### src/rtl/pwm_regs_shadowed.sv
// pwm_regs_shadowed: software-facing PWM register file with CTRL/STATUS,
// byte strobes, registered reads with error flag, and per-channel
// shadow/active double-buffering of period and duty.
//
// Ports:
//   clk, rst_n                      clock, asynchronous active-low reset
//   i_write_en/addr/data/strb       word write port with byte enables
//   o_write_err                     pulse the cycle after an out-of-range write
//   i_read_en/addr                  word read request
//   o_read_data/valid/err           registered read response (1-cycle latency)
//   i_period_end                    per-channel counter-wrap pulse from the core
//   o_prescale                      prescaler value
//   o_period/o_duty                 flattened active period/duty, channel n at [n*REG_WIDTH +: REG_WIDTH]
//   o_ch_enable                     global_en AND ch_en[n]
module pwm_regs_shadowed #(
  parameter int unsigned REG_WIDTH    = 16,
  parameter int unsigned NUM_CHANNELS = 4,
  localparam int unsigned ADDR_WIDTH  = $clog2(4 + 2 * NUM_CHANNELS)
) (
  input  logic                               clk,
  input  logic                               rst_n,
  input  logic                               i_write_en,
  input  logic [ADDR_WIDTH-1:0]              i_write_addr,
  input  logic [31:0]                        i_write_data,
  input  logic [3:0]                         i_write_strb,
  output logic                               o_write_err,
  input  logic                               i_read_en,
  input  logic [ADDR_WIDTH-1:0]              i_read_addr,
  output logic [31:0]                        o_read_data,
  output logic                               o_read_valid,
  output logic                               o_read_err,
  input  logic [NUM_CHANNELS-1:0]            i_period_end,
  output logic [REG_WIDTH-1:0]               o_prescale,
  output logic [NUM_CHANNELS*REG_WIDTH-1:0]  o_period,
  output logic [NUM_CHANNELS*REG_WIDTH-1:0]  o_duty,
  output logic [NUM_CHANNELS-1:0]            o_ch_enable
);

  localparam int unsigned NUM_WORDS = 4 + 2 * NUM_CHANNELS;

  // Expand byte enables into a 32-bit bit mask.
  function automatic logic [31:0] strb_mask(input logic [3:0] strb);
    return {{8{strb[3]}}, {8{strb[2]}}, {8{strb[1]}}, {8{strb[0]}}};
  endfunction

  // Byte-merge write data into a REG_WIDTH register; bits above REG_WIDTH drop.
  function automatic logic [REG_WIDTH-1:0] merge_reg(input logic [REG_WIDTH-1:0] old_val,
                                                     input logic [31:0] data,
                                                     input logic [3:0] strb);
    logic [31:0] mask;
    mask = strb_mask(strb);
    return REG_WIDTH'((32'(old_val) & ~mask) | (data & mask));
  endfunction

  // Byte-merge the ch_en field, which lives at CTRL[16 +: NUM_CHANNELS].
  function automatic logic [NUM_CHANNELS-1:0] merge_chen(input logic [NUM_CHANNELS-1:0] old_val,
                                                         input logic [31:0] data,
                                                         input logic [3:0] strb);
    logic [31:0] mask;
    mask = strb_mask(strb);
    return NUM_CHANNELS'((((32'(old_val) << 16) & ~mask) | (data & mask)) >> 16);
  endfunction

  // Duty above period saturates at period (100%).
  function automatic logic [REG_WIDTH-1:0] clamp(input logic [REG_WIDTH-1:0] d,
                                                 input logic [REG_WIDTH-1:0] p);
    return (d > p) ? p : d;
  endfunction

  logic                    r_global_en;
  logic                    r_mode;
  logic [NUM_CHANNELS-1:0] r_ch_en;
  logic [NUM_CHANNELS-1:0] r_ch_enable;
  logic [REG_WIDTH-1:0]    r_prescale;
  logic [REG_WIDTH-1:0]    r_shadow_period [NUM_CHANNELS];
  logic [REG_WIDTH-1:0]    r_shadow_duty   [NUM_CHANNELS];
  logic [REG_WIDTH-1:0]    r_act_period    [NUM_CHANNELS];
  logic [REG_WIDTH-1:0]    r_act_duty      [NUM_CHANNELS];
  logic [NUM_CHANNELS-1:0] r_pending;
  logic [31:0]             r_read_data;
  logic                    r_read_valid;
  logic                    r_read_err;
  logic                    r_write_err;

  logic                    w_wr_oor;
  logic                    w_wr_ctrl;
  logic                    w_wr_prescale;
  logic                    w_force;
  logic                    w_global_en_n;
  logic                    w_mode_n;
  logic [NUM_CHANNELS-1:0] w_ch_en_n;
  logic [NUM_CHANNELS-1:0] w_wr_hit;
  logic [NUM_CHANNELS-1:0] w_commit;
  logic [REG_WIDTH-1:0]    w_shadow_period_n [NUM_CHANNELS];
  logic [REG_WIDTH-1:0]    w_shadow_duty_n   [NUM_CHANNELS];
  logic [31:0]             w_rd_data;
  logic                    w_rd_oor;

  // Write decode and next CTRL field values.
  always_comb begin
    w_wr_oor      = i_write_en && (32'(i_write_addr) >= NUM_WORDS);
    w_wr_ctrl     = i_write_en && (i_write_addr == ADDR_WIDTH'(0));
    w_wr_prescale = i_write_en && (i_write_addr == ADDR_WIDTH'(1));
    w_force       = w_wr_ctrl && i_write_strb[0] && i_write_data[2];
    w_global_en_n = r_global_en;
    w_mode_n      = r_mode;
    w_ch_en_n     = r_ch_en;
    if (w_wr_ctrl) begin
      if (i_write_strb[0]) begin
        w_global_en_n = i_write_data[0];
        w_mode_n      = i_write_data[1];
      end
      w_ch_en_n = merge_chen(r_ch_en, i_write_data, i_write_strb);
    end
  end

  // Per-channel write hit, post-write shadow values and commit condition.
  always_comb begin
    w_wr_hit = '0;
    w_commit = '0;
    for (int n = 0; n < int'(NUM_CHANNELS); n++) begin
      w_shadow_period_n[n] = r_shadow_period[n];
      w_shadow_duty_n[n]   = r_shadow_duty[n];
      w_wr_hit[n] = i_write_en && ((32'(i_write_addr) >> 1) == 32'(2 + n));
      if (w_wr_hit[n]) begin
        if (i_write_addr[0]) begin
          w_shadow_duty_n[n] = merge_reg(r_shadow_duty[n], i_write_data, i_write_strb);
        end else begin
          w_shadow_period_n[n] = merge_reg(r_shadow_period[n], i_write_data, i_write_strb);
        end
      end
      w_commit[n] = r_pending[n] && (i_period_end[n] || w_force);
    end
  end

  // Read mux over pre-edge state; out-of-range returns 0.
  always_comb begin
    w_rd_data = '0;
    w_rd_oor  = (32'(i_read_addr) >= NUM_WORDS);
    if (i_read_addr == ADDR_WIDTH'(0)) begin
      w_rd_data = (32'(r_ch_en) << 16) | {30'd0, r_mode, r_global_en};
    end else if (i_read_addr == ADDR_WIDTH'(1)) begin
      w_rd_data = 32'(r_prescale);
    end else if (i_read_addr == ADDR_WIDTH'(2)) begin
      w_rd_data = 32'(r_pending);
    end
    for (int n = 0; n < int'(NUM_CHANNELS); n++) begin
      if (32'(i_read_addr) == 32'(4 + 2 * n)) w_rd_data = 32'(r_shadow_period[n]);
      if (32'(i_read_addr) == 32'(5 + 2 * n)) w_rd_data = 32'(r_shadow_duty[n]);
    end
  end

  // CTRL, PRESCALE and response registers.
  always_ff @(posedge clk or negedge rst_n) begin
    if (!rst_n) begin
      r_global_en  <= 1'b0;
      r_mode       <= 1'b0;
      r_ch_en      <= '0;
      r_ch_enable  <= '0;
      r_prescale   <= '0;
      r_read_data  <= '0;
      r_read_valid <= 1'b0;
      r_read_err   <= 1'b0;
      r_write_err  <= 1'b0;
    end else begin
      r_global_en  <= w_global_en_n;
      r_mode       <= w_mode_n;
      r_ch_en      <= w_ch_en_n;
      r_ch_enable  <= {NUM_CHANNELS{w_global_en_n}} & w_ch_en_n;
      if (w_wr_prescale) r_prescale <= merge_reg(r_prescale, i_write_data, i_write_strb);
      r_read_valid <= i_read_en;
      r_read_err   <= i_read_en && w_rd_oor;
      if (i_read_en) r_read_data <= w_rd_data;
      r_write_err  <= w_wr_oor;
    end
  end

  // Shadow/active channel registers. A write in the same cycle as a commit
  // lands in shadow after the commit has taken the old shadow, so pending stays.
  always_ff @(posedge clk or negedge rst_n) begin
    if (!rst_n) begin
      r_pending <= '0;
      for (int n = 0; n < int'(NUM_CHANNELS); n++) begin
        r_shadow_period[n] <= '0;
        r_shadow_duty[n]   <= '0;
        r_act_period[n]    <= '0;
        r_act_duty[n]      <= '0;
      end
    end else begin
      for (int n = 0; n < int'(NUM_CHANNELS); n++) begin
        r_shadow_period[n] <= w_shadow_period_n[n];
        r_shadow_duty[n]   <= w_shadow_duty_n[n];
        if (w_commit[n]) begin
          r_act_period[n] <= r_shadow_period[n];
          r_act_duty[n]   <= clamp(r_shadow_duty[n], r_shadow_period[n]);
          r_pending[n]    <= 1'b0;
        end
        if (w_wr_hit[n]) begin
          if (r_mode) begin
            r_act_period[n] <= w_shadow_period_n[n];
            r_act_duty[n]   <= clamp(w_shadow_duty_n[n], w_shadow_period_n[n]);
          end else begin
            r_pending[n] <= 1'b1;
          end
        end
      end
    end
  end

  // Flatten active values onto the core-facing buses.
  always_comb begin
    o_period = '0;
    o_duty   = '0;
    for (int n = 0; n < int'(NUM_CHANNELS); n++) begin
      o_period[n*REG_WIDTH +: REG_WIDTH] = r_act_period[n];
      o_duty[n*REG_WIDTH +: REG_WIDTH]   = r_act_duty[n];
    end
  end

  assign o_prescale   = r_prescale;
  assign o_ch_enable  = r_ch_enable;
  assign o_read_data  = r_read_data;
  assign o_read_valid = r_read_valid;
  assign o_read_err   = r_read_err;
  assign o_write_err  = r_write_err;

endmodule

### config.mk
export PLATFORM = sky130hd
export DESIGN_NAME = pwm_regs_shadowed
export DESIGN_NICKNAME = d
export VERILOG_FILES = /design/src/rtl/pwm_regs_shadowed.sv
export SDC_FILE = /design/constraint.sdc
export NUM_CORES = 1
export LEC_CHECK = 0
export CORE_AREA = 2 2 333 203
export DETAILED_ROUTE_END_ITERATION = 16
export DIE_AREA = 0 0 335 205
export GPL_ROUTABILITY_DRIVEN = 0
export MAX_ROUTING_LAYER = met4
export SYNTH_ARGS = -nofsm -noshare
export SYNTH_HDL_FRONTEND = slang
export SYNTH_SLANG_ARGS = --single-unit
### constraint.sdc
create_clock -name clk -period 6.85 [get_ports clk]
set_input_delay 0.685 -clock clk [delete_from_list [all_inputs] [get_ports clk]]
set_output_delay 0.685 -clock clk [all_outputs]
set_load 0.05 [all_outputs]
==> impl_metrics.csv, run 1 <==
group,metric,value,unit
critical_path,worst-r2r-setup-slack,3.49,ns
timing,max_freq,190,MHz
logic_synthesis,synth_most_common_cell,"dfrtp_1",
critical_path,startpoint_type,"primary input",
route,via_count,17300,
pwr,pwr-share-clk,21.1,%
clock_tree,htree_levels,2,
final_layout,fin_util,36.1,%
clock_tree,cts_hold_buf,0,
critical_path,cp_max_fo,16,
logic_synthesis,yosys.area.top_type,"dfrtp_1",
timing,fin_ws,1.60,ns
logic_synthesis,ys_ff_latch,309,
logic_synthesis,synth-async-reset-ratio,100,%
timing,hold_violations,0,
grt,grt_overflow,0,
die,num_io_pins,235,
pwr,irDropWorstVdd,0.317,mV
clock_tree,clockBufferDepth,3,
worst_hold_path,hp-class,"in2async",
logic_synthesis,synthTopCellsByArea,"dfrtp_1 40%, ha_1 8.2%, mux2_2 8.0%",
timing,rsz0062_at_grt,"false",
route,drc,0,
logic_synthesis,synth_commonest_cells,"309 x dfrtp_1, 186 x nand2_1, 166 x nor2_1, 162 x inv_1, 139 x mux2_2",
pwr,pwr_density_cell,414,nW/um2
die,num_rows,73,
timing,fin_worst_skew,0.0185,ns
logic_synthesis,synth_seq_area_share,39.5,%
route,final_antenna_net_count,0,
logic_synthesis,syn_inst,2080,
clock_tree,clock_sinks,309,
timing,setup_violations,0,
grt,grt_pass1_vias,16800,
final_layout,drive_gt1_share,12.1,%
timing,slew_headroom,18.8,%
final_layout,area_growth,20.9,%
pwr,internal_power,5310,uW
outcome,status,"completed",
critical_path,worst-setup-path-type,"in2reg",
pwr,pwr-share-seq,29.8,%
grt,gr-usage-all-layers,21.2,%
pwr,p_sw,4470,uW
critical_path,r2r-start,"r_shadow_duty[13]",
clock_tree,postCtsSetupBuffers,0,
route,drtPass1Iterations,6,
route,detail_route.iter0.violations,1819,
timing,drv_slew,0,
clock_tree,root_buffer,"clkbuf_16",
pwr,finalPower,9790,uW
pwr,p_comb_share,49.1,%
timing,tightest_slew,1.21,ns
clock_tree,cts_tree,"yes",
critical_path,crit_required,7.26,ns
logic_synthesis,synth_cell_types,74,
job,cap_violations,0,
timing,period_needed,5.25,ns
die,core_area,65600,um2
clock_tree,clk_pin_slew_worst_paths,0.06,ns
grt,grt_max_degree,162,
placement,post-dp-hpwl,52800,um
clock_tree,cts_resized,0,
grt,grt_pass1_wl,108000,um
die,die_h,205,um
logic_synthesis,synth_enable_flop_cells,0,
pwr,swShare,45.7,%
timing,fin_tns_setup,0,ns
grt,antenna_found_initial,6,
route,wl_per_cell,23.2,um
critical_path,reg2reg_to,"o_duty[50]",
logic_synthesis,yosys_warnings,0,
timing,holdWs,0.135,ns
critical_path,arrival,5.65,ns
logic_synthesis,synth_top_area_share,39.5,%
route,avgViaCountPerCell,5.55,
die,dieArea,68700,um2
placement,portBuffers,209,
clock_tree,insertion_delay,0.55,ns
final_layout,n_fill_cell,6541,
route,routed_wl,72100,um
logic_synthesis,post_synth.cell_area_avg,9.40,um2
timing,period_share,76.6,%
logic_synthesis,syn_area,19600,um2
logic_synthesis,yosys_most_used_dff,"dfrtp_1",
clock_tree,numCtsBuffers,36,
die,dieWidth,335,um
die,start_util,29.8,%
final_layout,fin_nets,2401,
placement,detailedPlace.worstSlack,1.17,ns
critical_path,critPathCaptureType,"register",
pwr,p_leak,0.0107,uW
critical_path,reg2reg_depth,9,
## cells by family after synthesis
kind of cell,share of synthesized area (%)
other,0.0192
DFF,39.5
AOI/OAI and AO/OA,17.8
muxes,15.6
and+or+nand+nor,12.2
adders and majority gates,8.19
buffers and inverters,6.70
## metal layers
metal,track usage (%),share of wire [%],routed length (um)
met5,-,0,0
met4,5.54,2.5,1800
met3,5.75,9.7,7020
met2,30.9,44,31400
met1,28.9,44,31900
## per-stage QoR
step	area [um2]	cells
3_5_place_dp	22400	3045
4_1_cts	23600	3107
2_1_floorplan	19600	2091
6_report	23700	3110
5_1_grt	23700	3110
3_3_place_gp	22400	3045
## worst max-delay path by stage
stage                          from          to
global route        i_write_addr[2]  o_duty[50]
floorplan                i_write_en  o_duty[10]
finish              i_write_addr[2]  o_duty[50]
global placement    i_write_addr[2]  o_duty[50]
detailed placement  i_write_addr[2]  o_duty[50]
CTS                 i_write_addr[2]  o_duty[50]
## power by group through the flow
stage               Combinational, uW  Clock, uW  Sequential (uW)
floorplan                        1960          0             3990
global placement                 4690          0             2920
detailed placement               4770          0             2930
CTS                              4800       2100             2910
global route                     5130       2180             2970
finish                           4810       2070             2910
## layout make-up
cell class	instances	area, um2	area share, %
Clock buffer	51	1070	4.52
Multi-Input combinational cell	1462	10600	44.9
Sequential cell	309	7730	32.7
Antenna cell	3	7.51	0.0317
Clock inverter	11	168	0.709
Inverter	170	638	2.70
Timing Repair Buffer	242	2350	9.92
Tap cell	862	1080	4.56
## flip-flops by register name, summed over array words and instances (netlist names), named ones only
signal / flops
r_shadow_period: 64
o_duty: 64
o_ch_enable: 4
o_write_err: 1
r_shadow_duty: 64
o_read_data: 20
r_ch_en: 4
o_read_valid: 1
r_global_en: 1
r_pending: 4
o_read_err: 1
r_mode: 1
o_period: 64
## placed cells by master, fill, tap and decap left out, types with 11 or more instances in the layout
cell and count:
a211o_1 22, a211oi_1 16, a21o_1 11, a21oi_1 104
a22oi_1 14, a311oi_1 18, a31oi_1 35, a32o_1 16
buf_4 32, clkbuf_16 37, clkdlybuf4s50_1 206, conb_1 12
dfrtp_1 309, ha_1 128, inv_1 162, mux2_2 139
mux2i_1 121, nand2_1 186, nand2b_1 11, nand3_1 22
nand4_1 19, nor2_1 166, nor2b_1 14, nor3_1 39
o21ai_0 123, o21ai_1 12, o221ai_1 26, o22ai_1 39
o2bb2ai_1 21, o31ai_1 18, or4_1 19
## worst max-delay path, stage by stage
cell	delay [ns]
clkdlybuf4s50_1	0.75
nand4b_1	0.43
nor2_1	0.90
o21ai_0	0.38
ha_1	0.40
nand4_1	0.08
nor2_1	0.29
o211ai_1	0.18
a21boi_2	0.97
mux2_2	0.43
o2bb2ai_1	0.14
(Power assumes the default switching activity.)
==> run 2: changes to the inputs <==
==> constraint.sdc (replaced) <==
create_clock -name clk -period 4.4 [get_ports clk]
set_input_delay 0.44 -clock clk [delete_from_list [all_inputs] [get_ports clk]]
set_output_delay 0.44 -clock clk [all_outputs]
set_load 0.05 [all_outputs]
==> impl_metrics.csv, run 2 (synthesized netlist as in run 1, its figures left out) <==
group,metric,value,unit
timing,rsz0062_at_grt,"false",
timing,tightest_slew,1.25,ns
placement,post-dp-hpwl,55200,um
route,drc,0,
grt,grt_pass1_vias,17200,
final_layout,drive_gt1_share,13.3,%
grt,gr-usage-all-layers,21.7,%
pwr,pwr_density_cell,631,nW/um2
worst_hold_path,hp-class,"in2async",
critical_path,arrival,4.22,ns
timing,fin_ws,0.614,ns
placement,portBuffers,209,
clock_tree,clk_pin_slew_worst_paths,0.06,ns
clock_tree,insertion_delay,0.56,ns
pwr,finalPower,15000,uW
critical_path,crit_end,"o_duty[11]",
final_layout,layout_common_cells,"309 x dfrtp_1, 206 x clkdlybuf4s50_1, 186 x nand2_1",
route,routed_wl,73300,um
die,core_area,65600,um2
final_layout,fin_nets,2440,
route,final_antenna_net_count,0,
die,dieArea,68700,um2
critical_path,reg2reg_depth,8,
critical_path,worst-r2r-setup-slack,1.30,ns
route,via_count,17500,
route,drtPass1Iterations,8,
grt,antenna_found_initial,6,
clock_tree,numCtsBuffers,34,
clock_tree,clock_sinks,309,
grt,grt_pass1_wl,110000,um
critical_path,worst-setup-path-type,"in2reg",
critical_path,crit_required,4.83,ns
pwr,irDropWorstVdd,0.325,mV
final_layout,area_growth,21.9,%
critical_path,r2r-start,"r_shadow_period[46]",
timing,fin_worst_skew,0.0249,ns
critical_path,startpoint_type,"primary input",
die,start_util,29.8,%
grt,grt_overflow,0,
final_layout,fin_cells,3148,
route,wl_per_cell,23.3,um
clock_tree,cts_tree,"yes",
die,dieWidth,335,um
grt,grt_max_degree,86,
critical_path,reg2reg_to,"o_duty[27]",
final_layout,n_fill_cell,6554,
critical_path,cp_max_fo,16,
timing,period_needed,3.79,ns
route,avgViaCountPerCell,5.57,
timing,fin_tns_setup,0,ns
pwr,p_leak,0.0108,uW
die,num_rows,73,
die,die_h,205,um
clock_tree,root_buffer,"clkbuf_16",
die,num_io_pins,235,
timing,holdWs,0.475,ns
clock_tree,htree_levels,2,
clock_tree,postCtsSetupBuffers,0,
final_layout,final_common_cell,"dfrtp_1",
placement,place_inst,3085,
critical_path,critPathCaptureType,"register",
timing,hold_violations,0,
timing,drv_slew,0,
route,detail_route.iter0.violations,2009,
critical_path,crit_path_start,"i_write_en",
timing,setup_violations,0,
job,cap_violations,0,
timing,period_share,86.1,%
timing,max_freq,264,MHz
outcome,status,"completed",
placement,detailedPlace.worstSlack,0.104,ns
clock_tree,clockBufferDepth,3,
timing,slew_headroom,15.7,%
run 2: final cells by class:
class	instances	area, um2	area share, %
multi-input combinational	1462	10600	44.5
sequential	309	7730	32.4
timing repair buffer	283	2680	11.3
tap	862	1080	4.52
clock buffer	49	968	4.06
inverter	170	638	2.68
clock inverter	10	134	0.562
antenna	3	7.51	0.0315
run 2: metal layers:
metal  part of all wire, %  track usage, %
met4                   1.7            4.12
met5                     0               -
met3                    10            6.40
met2                    44            32.3
met1                    44            29.4
run 2: repair_timing:
action                                 in CTS  in global routing
hold buffers                                1                  0
gates resized for setup                     0                  0
endpoints found under the hold margin      76                  0
run 2: worst min path at each step:
stage / startpoint / to / slack (ns) / depth (start not counted)
3_3_place_gp: r_ch_en[3] / o_read_data[19] / 0.47 / 2
3_5_place_dp: rst_n / o_duty[53] / 0.47 / 1
6_report: rst_n / o_duty[53] / 0.48 / 2
5_1_grt: i_write_data[18] / r_ch_en[2] / 0.53 / 2
2_1_floorplan: rst_n / asynchronous set/reset pin / 0.14 / 0
4_1_cts: r_ch_en[3] / o_read_data[19] / 0.48 / 2
run 2: power by group:
group          leakage [uW]  switching [uW]  internal (uW)
sequential          0.00389             879           3660
combinational       0.00640            4800           2750
clock              0.000535            1250           1710
total                0.0108            6930           8120
run 2: per-stage QoR:
step	utilization [%]	cell area, um2
after CTS	36.3	23800
after global placement	34.6	22700
after detailed placement	34.6	22700
after global routing	36.4	23800
after floorplan	-	19600
final	36.4	23800
run 2: critical path, cell delays in order:
cell,delay (ns)
clkdlybuf4s50_1,0.52
nor2b_1,0.34
nand3b_1,0.17
nor2_1,0.14
buf_4,0.20
mux2_2,0.39
ha_1,0.33
and4_1,0.32
and3_1,0.20
o221ai_1,0.11
a21oi_1,0.27
buf_12,0.21
mux2_2,0.35
a32o_1,0.21
